`src/rtl/add_cpu_sequencer_if.sv`:
```
// Memory read bus and accumulator load bus of the adding CPU sequencer.
// master = sequencer side, slave = memory/AC side.
interface add_cpu_sequencer_if #(
    parameter int DATA_W = 8,
    parameter int ADDR_W = 4
);
    logic              mem_en;
    logic [ADDR_W-1:0] mem_addr;
    logic [DATA_W-1:0] mem_rdata;
    logic [DATA_W-1:0] ac_q;
    logic [DATA_W-1:0] ac_data;
    logic              ld_ac;

    modport master (
        output mem_en,
        output mem_addr,
        output ac_data,
        output ld_ac,
        input  mem_rdata,
        input  ac_q
    );

    modport slave (
        input  mem_en,
        input  mem_addr,
        input  ac_data,
        input  ld_ac,
        output mem_rdata,
        output ac_q
    );
endinterface

```
`src/rtl/add_cpu_sequencer.sv`:
```
// Fetch/decode/execute sequencer feeding the AC accumulator.
// LDI/ADDI/ADDM/HLT, one state per cycle, sync active-low reset.
module add_cpu_sequencer #(
    parameter int DATA_W = 8,
    parameter int ADDR_W = 4
) (
    input  logic                clk,
    input  logic                rst,
    input  logic                run,
    add_cpu_sequencer_if.master bus,
    output logic                carry,
    output logic                halted,
    output logic [ADDR_W-1:0]   pc
);
    typedef enum logic [2:0] {
        IDLE,
        FETCH,
        DECODE,
        OPRD,
        EXEC,
        HALT
    } state_t;

    localparam logic [1:0] OP_LDI  = 2'b00;
    localparam logic [1:0] OP_ADDI = 2'b01;
    localparam logic [1:0] OP_ADDM = 2'b10;
    localparam logic [1:0] OP_HLT  = 2'b11;

    state_t            state;
    state_t            state_n;
    logic [7:0]        ir;
    logic [DATA_W-1:0] ac_data_r;
    logic [DATA_W-1:0] imm;
    logic [DATA_W-1:0] operand;
    logic [DATA_W:0]   sum;

    assign imm = DATA_W'(ir[5:0]);

    // State register
    always_ff @(posedge clk) begin
        if (!rst) begin
            state <= IDLE;
        end else begin
            state <= state_n;
        end
    end

    // Next state, memory strobes and the EXEC adder
    always_comb begin
        state_n      = state;
        bus.mem_en   = 1'b0;
        bus.mem_addr = pc;
        bus.ld_ac    = 1'b0;
        bus.ac_data  = ac_data_r;
        halted       = 1'b0;
        operand      = imm;
        sum          = '0;
        unique case (state)
            IDLE: begin
                if (run) state_n = FETCH;
            end
            FETCH: begin
                bus.mem_en = 1'b1;
                state_n    = DECODE;
            end
            DECODE: begin
                unique case (bus.mem_rdata[7:6])
                    OP_LDI:  state_n = EXEC;
                    OP_ADDI: state_n = EXEC;
                    OP_ADDM: state_n = OPRD;
                    OP_HLT:  state_n = HALT;
                    default: state_n = IDLE;
                endcase
            end
            OPRD: begin
                bus.mem_en   = 1'b1;
                bus.mem_addr = ir[ADDR_W-1:0];
                state_n      = EXEC;
            end
            EXEC: begin
                bus.ld_ac = 1'b1;
                if (ir[7:6] == OP_ADDM) operand = bus.mem_rdata;
                if (ir[7:6] == OP_LDI) begin
                    sum = {1'b0, imm};
                end else begin
                    sum = {1'b0, bus.ac_q} + {1'b0, operand};
                end
                bus.ac_data = sum[DATA_W-1:0];
                state_n     = FETCH;
            end
            HALT: begin
                halted = 1'b1;
            end
            default: state_n = IDLE;
        endcase
    end

    // Instruction register, PC, held AC value and carry
    always_ff @(posedge clk) begin
        if (!rst) begin
            pc        <= '0;
            ir        <= '0;
            carry     <= 1'b0;
            ac_data_r <= '0;
        end else begin
            if (state == DECODE) begin
                ir <= bus.mem_rdata[7:0];
                pc <= pc + ADDR_W'(1);
            end
            if (state == EXEC) begin
                ac_data_r <= bus.ac_data;
                carry     <= (ir[7:6] == OP_LDI) ? 1'b0 : sum[DATA_W];
            end
        end
    end
endmodule
```
`src/flat_wrapper.sv`:
```
// flat-port wrapper written by rule: the top's interface ports become plain ports
module add_cpu_sequencer_flat 
#(
    parameter int DATA_W = 8,
    parameter int ADDR_W = 4
)
  (clk, rst, run, carry, halted, pc, bus_mem_en, bus_mem_addr, bus_ac_data, bus_ld_ac, bus_mem_rdata, bus_ac_q);
  add_cpu_sequencer_if #(.DATA_W(DATA_W), .ADDR_W(ADDR_W)) bus_i ();
  input  logic clk;
  input  logic rst;
  input  logic run;
  output logic carry;
  output logic halted;
  output logic [ADDR_W-1:0] pc;
  output wire logic [$bits(bus_i.mem_en)-1:0] bus_mem_en;
  output wire logic [$bits(bus_i.mem_addr)-1:0] bus_mem_addr;
  output wire logic [$bits(bus_i.ac_data)-1:0] bus_ac_data;
  output wire logic [$bits(bus_i.ld_ac)-1:0] bus_ld_ac;
  input wire logic [$bits(bus_i.mem_rdata)-1:0] bus_mem_rdata;
  input wire logic [$bits(bus_i.ac_q)-1:0] bus_ac_q;
  assign bus_mem_en = bus_i.mem_en;
  assign bus_mem_addr = bus_i.mem_addr;
  assign bus_ac_data = bus_i.ac_data;
  assign bus_ld_ac = bus_i.ld_ac;
  assign bus_i.mem_rdata = bus_mem_rdata;
  assign bus_i.ac_q = bus_ac_q;
  add_cpu_sequencer #(.DATA_W(DATA_W), .ADDR_W(ADDR_W)) u_core (.clk(clk), .rst(rst), .run(run), .bus(bus_i), .carry(carry), .halted(halted), .pc(pc));
endmodule
```
`config.mk`:
```
export PLATFORM = sky130hd
export DESIGN_NAME = add_cpu_sequencer_flat
export DESIGN_NICKNAME = d
export VERILOG_FILES = /design/src/rtl/add_cpu_sequencer_if.sv /design/src/rtl/add_cpu_sequencer.sv /design/src/flat_wrapper.sv
export SDC_FILE = /design/constraint.sdc
export NUM_CORES = 1
export LEC_CHECK = 0
export ABC_CLOCK_PERIOD_IN_PS = 3400
export CAP_MARGIN = 20
export CORE_MARGIN = 2
export CORE_UTILIZATION = 35
export CTS_BUF_LIST = sky130_fd_sc_hd__clkbuf_2
export DETAILED_ROUTE_END_ITERATION = 6
export GPL_TIMING_DRIVEN = 0
export MAX_ROUTING_LAYER = met4
export SYNTH_ARGS = -nofsm -noshare
export SYNTH_HDL_FRONTEND = slang
export SYNTH_SLANG_ARGS = --single-unit
```
`constraint.sdc`:
```
create_clock -name clk -period 3.4 [get_ports clk]
set_clock_uncertainty 0.05 [all_clocks]
set_input_delay 0.68 -clock clk [delete_from_list [all_inputs] [get_ports clk]]
set_output_delay 0.68 -clock clk [all_outputs]
set_load 0.01 [all_outputs]
```
# After elaboration in Yosys (flattened, before gate mapping)
# Index checks and enable logic that the tools add are counted.
[totals]
ff_bits = 24
wordCells = 36
output_inout_bits = 20
in_bits = 19
[classes]
n_addsub = 2
eq_ne = 10
n_reduce_logical = 6
n_bitwise = 1
muxes = 12
[op_table]
columns = ["operator", "count"]
rows = [
  ["8-bit two-way mux", 3],
  ["3-bit case mux with 6 select lines", 1],
  ["8-bit by 8-bit adder with 9-bit output", 1],
  ["9-bit two-way mux", 1],
  ["3-bit case mux with 3 select lines", 1],
  ["2-bit equality test (second input constant)", 3],
  ["3-bit by 2-bit equality test with 1-bit output (second input constant)", 2],
  ["3-bit equality test (second input constant)", 2],
  ["4-bit by 1-bit adder with 4-bit output (second input constant)", 1],
  ["2-bit logical NOT", 2],
  ["1-bit two-way mux", 4],
  ["4-bit two-way mux", 1],
  ["2-bit OR reduction", 2],
  ["3-bit by 1-bit equality test with 1-bit output (second input constant)", 1],
  ["3-bit logical NOT", 1],
  ["3-bit two-way mux", 1],
  ["2-bit by 1-bit equality test with 1-bit output (second input constant)", 1],
  ["2-bit inequality test (second input constant)", 1],
  ["2-bit AND reduction", 1],
  ["1-bit NOT", 1],
]

# Depth between registers and ports, before layout
# Gate-level depths: netlist (run 1).
[depth]
ltp_word = 6
depth_mapped = 10
mapped_depth_nobuf = 9

# Worst setup path after synthesis (run 1)
# OpenSTA, ideal clock, no wires.
[synth_path]
path_type = "flip-flop to output port"
from = "register u_core.ir[7]"
to = "output bus_ac_data[4]"
slack_ns = 0.216
arrival_ns = 2.454
path_buffers = 1
required_ns = 2.670
path_stages_with_launch = 10
cell_sequence = "dfxtp_1 nor2b_1 clkbuf_1 mux2_2 ha_1 fa_1 a21o_1 a21oi_1 xor2_1 o21ai_0"
[synth_between]
elab_chain_cells = 6
word_cells_on_any_way = 7
classes_between = "add/sub (1); eq/ne (1); mux (4); reduce/logical (1)"
[synth_lines]
columns = ["item", "line_no", "text"]
rows = [
  ["from (decl)", "add_cpu_sequencer.sv:31", "logic [7:0] ir;"],
  ["from (signal assigned)", "add_cpu_sequencer.sv:107", "ir <= bus.mem_rdata[7:0];"],
  ["2-bit equality test", "add_cpu_sequencer.sv:82", "if (ir[7:6] == OP_ADDM) operand = bus.mem_rdata;"],
  ["8-bit two-way mux", "add_cpu_sequencer.sv:82", ""],
  ["8-bit two-way mux", "add_cpu_sequencer.sv:58", "unique case (state)"],
  ["8-bit by 8-bit adder with 9-bit output", "add_cpu_sequencer.sv:86", "sum = {1'b0, bus.ac_q} + {1'b0, operand};"],
  ["9-bit two-way mux *", "add_cpu_sequencer.sv:83", "if (ir[7:6] == OP_LDI) begin"],
  ["8-bit two-way mux *", "add_cpu_sequencer.sv:58", ""],
  ["to (decl)", "flat_wrapper.sv:17", "output wire logic [$bits(bus_i.ac_data)-1:0] bus_ac_data;"],
]
# Every way passes the cells marked *; elsewhere a longest branch is shown, timed or not. The select of a mux whose other input is x is not followed.

# Worst setup path after layout (run 1)
[layout_path]
from = "input bus_mem_rdata[0]"
to = "output bus_ac_data[6]"
[layout_between]
elab_chain_cells = 5
[layout_lines]
columns = ["item", "line_no", "text"]
rows = [
  ["from (decl)", "flat_wrapper.sv:19", "input wire logic [$bits(bus_i.mem_rdata)-1:0] bus_mem_rdata;"],
  ["8-bit two-way mux", "add_cpu_sequencer.sv:82", ""],
  ["8-bit two-way mux", "add_cpu_sequencer.sv:58", ""],
  ["8-bit by 8-bit adder with 9-bit output", "add_cpu_sequencer.sv:86", ""],
  ["9-bit two-way mux", "add_cpu_sequencer.sv:83", ""],
  ["8-bit two-way mux", "add_cpu_sequencer.sv:58", ""],
]
# Every way passes these cells. The select of a mux whose other input is x is not followed.

==> flow_summary.rst, run 1 <==
.. list-table::
   :header-rows: 1

   * - Metric
     - Value
   * - Routed met1 length
     - 1886 um
   * - Detailed Route WL
     - 4022 um
   * - Worst reg2reg setup slack
     - 0.92 ns
   * - Critical Path Start
     - bus_mem_rdata[0]
   * - Number of synthesized register bits
     - 24
   * - Number of buffers between clock root and the deepest sink
     - 2
   * - Syn Inst Count
     - 190
   * - Chip Width
     - 69.91 um
   * - Sequential cell area
     - 481.7 um^2
   * - Period utilisation layout
     - 101.5%
   * - CTS tree
     - yes
   * - Core Footprint
     - 4086 um^2
   * - Iteration count of the initial detailed-routing pass
     - 4
   * - Critical hold path startpoint
     - u_core.ir[5]$_SDFFE_PN0P_
   * - Uppermost layer routed
     - met4
   * - Overall power after layout
     - 0.6668 mW
   * - Clock latency reported for the late side of the worst-skew pair
     - 0.37 ns
   * - Global-route total usage across every layer
     - 16.99%
   * - Actual slew at the worst max-slew pin
     - 0.5059 ns
   * - Footprint of the multi-input gates
     - 1132 um^2
   * - Top flip-flop cell by instance count after synthesis
     - dfxtp_1
   * - Setup repair after global routing missed its margin
     - true
   * - Simple-gate share of the synthesized area
     - 25.60%
   * - Crit Path Max Fanout
     - 3
   * - Violations in the final reports
     - setup timing
   * - Number of antenna repair diodes
     - 0
   * - Number of warning messages in the yosys log
     - 0
   * - Endpoint of the worst register-to-register path
     - u_core.carry$_SDFFE_PN0P_
   * - Sequence of cells on the critical path
     - clkdlybuf4s50_1 -> mux2_4 -> ha_4 -> fa_2 -> a21o_1 -> a21oi_4 -> o21a_1 -> o211ai_2 -> buf_2
   * - Vias
     - 1480
   * - Final Hold Fails
     - 0
   * - Via count normalized by instance count
     - 5.139
   * - Routed length on met3
     - 214 um
   * - Result of the run
     - complete, but fails checks
   * - Maximum number of pins on one net before global-route repair
     - 15
   * - Number of cell rows
     - 23
   * - Cell area after layout
     - 2173 um^2
   * - Final critical-path required period
     - 3.453 ns
   * - Syn avg cell area
     - 8.001 um^2
   * - FF-to-FF path depth
     - 11
   * - HPWL after DPL
     - 2840 um
   * - Main combinational cell family by area after synthesis
     - simple AND/OR/NAND/NOR gates
   * - Number of stages on the worst setup path
     - 9
   * - Multiplexer share of the synthesized area
     - 8.724%
   * - Startpoint types
     - primary input
   * - Clock transition at the register clock pins on the worst setup and hold paths after CTS
     - 0.27 ns
   * - Xor and xnor fraction of the mapped netlist area
     - 2.305%
   * - Synthesized net count
     - 221
   * - Number of remaining DRC errors
     - 0
   * - Total number of H-tree levels
     - 1
   * - Share of synthesized cell area in full adder, half adder and majority cells
     - 10.37%
   * - Wire length per cell
     - 13.97 um
   * - Share of the synthesized area in compound gates (AO/OA/AOI/OAI)
     - 17.61%
   * - Worst slew margin
     - 66.28%
   * - Crit path setup slack, layout
     - -0.05264 ns
   * - Most frequent standard cell in the layout excluding fill and tap cells
     - nand2_1
   * - Via count of the first global-routing pass
     - 1386
   * - Required arrival time at the worst endpoint
     - 2.67 ns
   * - Data arrival at the endpoint of the critical path
     - 2.72 ns
   * - Area enclosed by the die boundary
     - 4887 um^2
   * - Worst supply voltage drop on vdd
     - 142.9 uV
   * - Total clock buffers created by CTS
     - 3
   * - Height of the chip
     - 69.91 um
   * - CTS hold repair buffers
     - 0
   * - Standby leakage power
     - 0.8304 nW
   * - Gr ovfl total
     - 0
   * - Nature of the critical path endpoint
     - output pin
   * - Top cells by area, synth
     - dfxtp_1, ha_1, a21oi_1, nand2_1, mux2_2
   * - Power per unit of standard cell area
     - 306.8 nW/um^2
   * - Global-route wire length before repair
     - 6589 um
   * - Area growth from synthesis to layout
     - 42.96%
   * - CP Capture Point
     - bus_ac_data[6]
   * - Cell chosen for the clock root
     - clkbuf_2
   * - Cell family with the largest share of critical-path delay
     - compound AO/OA/AOI/OAI gates
   * - Net count of the finished layout
     - 270
   * - Max Clk Rate
     - 0.2896 GHz
   * - Input/output buffers
     - 37
   * - Initial core utilization
     - 37.20%
   * - Minimum hold slack
     - 0.4431 ns
   * - Cell type with the largest total area after synthesis
     - dfxtp_1
   * - Sequential cell area fraction in the yosys report
     - 31.60%
   * - Synthesized cell area
     - 1520 um^2
   * - Drt first-iter violations
     - 67
   * - Count of different cell masters after synthesis
     - 39
   * - Crit path max-delay cell type
     - clkdlybuf4s50_1
   * - Setup violators final
     - 5
   * - Global placement routability congestion
     - 0.8237
   * - Number of antenna violations at the first check in global routing
     - 0
   * - Share of flip-flops with an asynchronous set or reset after synthesis
     - 0%
   * - Crit path buf inv count
     - 2
   * - Critical path's largest stage delay
     - 0.43 ns
   * - Top cell type's share of synthesized area
     - 31.60%
   * - Max-slew violations
     - 0
   * - CTS sink count
     - 24
   * - Post-placement worst setup slack
     - -0.7254 ns
   * - Number of top-level pins
     - 39
   * - Reg2reg start
     - u_core.ir[7]$_SDFFE_PN0P_
   * - Commonest cells after routing, fill and taps aside
     - nand2_1, clkdlybuf4s50_1, dfxtp_1
   * - Placement-stage cell area
     - 1953 um^2
   * - Proportion of layout cells with a drive suffix above 1
     - 23.53%
   * - Max-cap violations
     - 0
   * - Number of antenna-violating nets in the routed design
     - 0
   * - Met2 Wirelength
     - 1881 um
   * - EDFF count, synth
     - 0
   * - Type of the tightest min-delay check
     - flip-flop to flip-flop
   * - Filler Cell Count
     - 408
   * - Category of the most critical setup path
     - primary input to output pin
[report_power, final]
group	total (mW)	internal, mW	switching (mW)
clock network	0.200	0.101	0.0987
registers	0.299	0.291	0.00793
logic	0.168	0.0860	0.0819
total	0.667	0.478	0.188
[how the worst min path moves through the flow]
stage / endpoint / slack [ns] / depth (start not counted)
detailed placement: u_core.ir[4]$_SDFFE_PN0P_ / 0.42 / 2
global placement: u_core.ir[5]$_SDFFE_PN0P_ / 0.41 / 2
CTS: u_core.ir[4]$_SDFFE_PN0P_ / 0.45 / 2
global route: u_core.ir[5]$_SDFFE_PN0P_ / 0.46 / 2
floorplan: u_core.ir[4]$_SDFFE_PN0P_ / 0.39 / 2
finish: u_core.ir[5]$_SDFFE_PN0P_ / 0.44 / 2
[sequential cells by signal (all words and copies together), names as in the netlist]
signal,cells
u_core.ac_data_r,8
u_core.ir,8
u_core.pc,4
u_core.state,3
u_core.carry,1
[through the flow]
step                util [%]  std cells  TNS [ns]
CTS                    52.14        286   -0.1876
global placement       47.80        277    -3.270
global route           53.18        288   -0.8425
floorplan                  -        190         0
detailed placement     47.80        277    -3.258
finish                 53.18        288   -0.1115
[synth_stat cells (2+ instances only)]
cell type  number
nor2b_1         2
xor2_1          2
mux2_2         10
a31oi_1         3
clkbuf_1        7
a211oi_1        2
ha_1           11
a21oi_1        27
a21o_1          2
and2_1          7
and3_1          2
nor3_1          3
o21a_1          2
o21ai_0         7
nor2_1         11
xnor2_1         2
nand2_1        34
or3_1           4
dfxtp_1        24
or2_2           2
mux2i_1         2
nand3_1         7
[layout make-up]
type / instances / area share, %
Clock inverter: 1 / 1.382
Tap cell: 50 / 2.879
Sequential cell: 24 / 22.16
Inverter: 2 / 0.3454
Multi-Input combinational cell: 154 / 52.10
Clock buffer: 3 / 0.6908
Buffer: 10 / 2.476
Timing Repair Buffer: 44 / 17.96
[worst min-delay path, cell delays in order, from the launching register on]
cell	delay (ns)
dfxtp_1	0.39
nand2_1	0.06
a21oi_1	0.05
[logic make-up (layout without fill, tap and decap cells)]
logic type,count (synthesis),count (layout)
and+or+nand+nor,79,79
AOI/OAI and AO/OA,47,47
DFF,24,24
adders and majority gates,12,12
muxes,12,12
buffers and inverters,12,60
xor gates and xnor gates,4,4
[metal layers]
metal	GRT usage (%)	up-vias
met4	4.487	0
met1	23.41	670
met2	26.46	40
li1	-	766
met5	-	-
met3	2.020	4
[timing repair]
item / CTS / global route
endpoints found under the setup margin: 8 / 7
buffers inserted: 5 / 2
pin swaps: 10 / 6
gates resized for setup: 46 / 13
Power figures use the tool's default switching activity.
==> run 2: changes to the inputs <==
--- a/config.mk
+++ b/config.mk
@@ -13,6 +13,7 @@
 export DETAILED_ROUTE_END_ITERATION = 6
 export GPL_TIMING_DRIVEN = 0
 export MAX_ROUTING_LAYER = met4
+export SLEW_MARGIN = 20
 export SYNTH_ARGS = -nofsm -noshare
 export SYNTH_HDL_FRONTEND = slang
 export SYNTH_SLANG_ARGS = --single-unit
==> results of run 2 <==
Same layout as run 1: the final DEF is identical, and so are final timing and power.
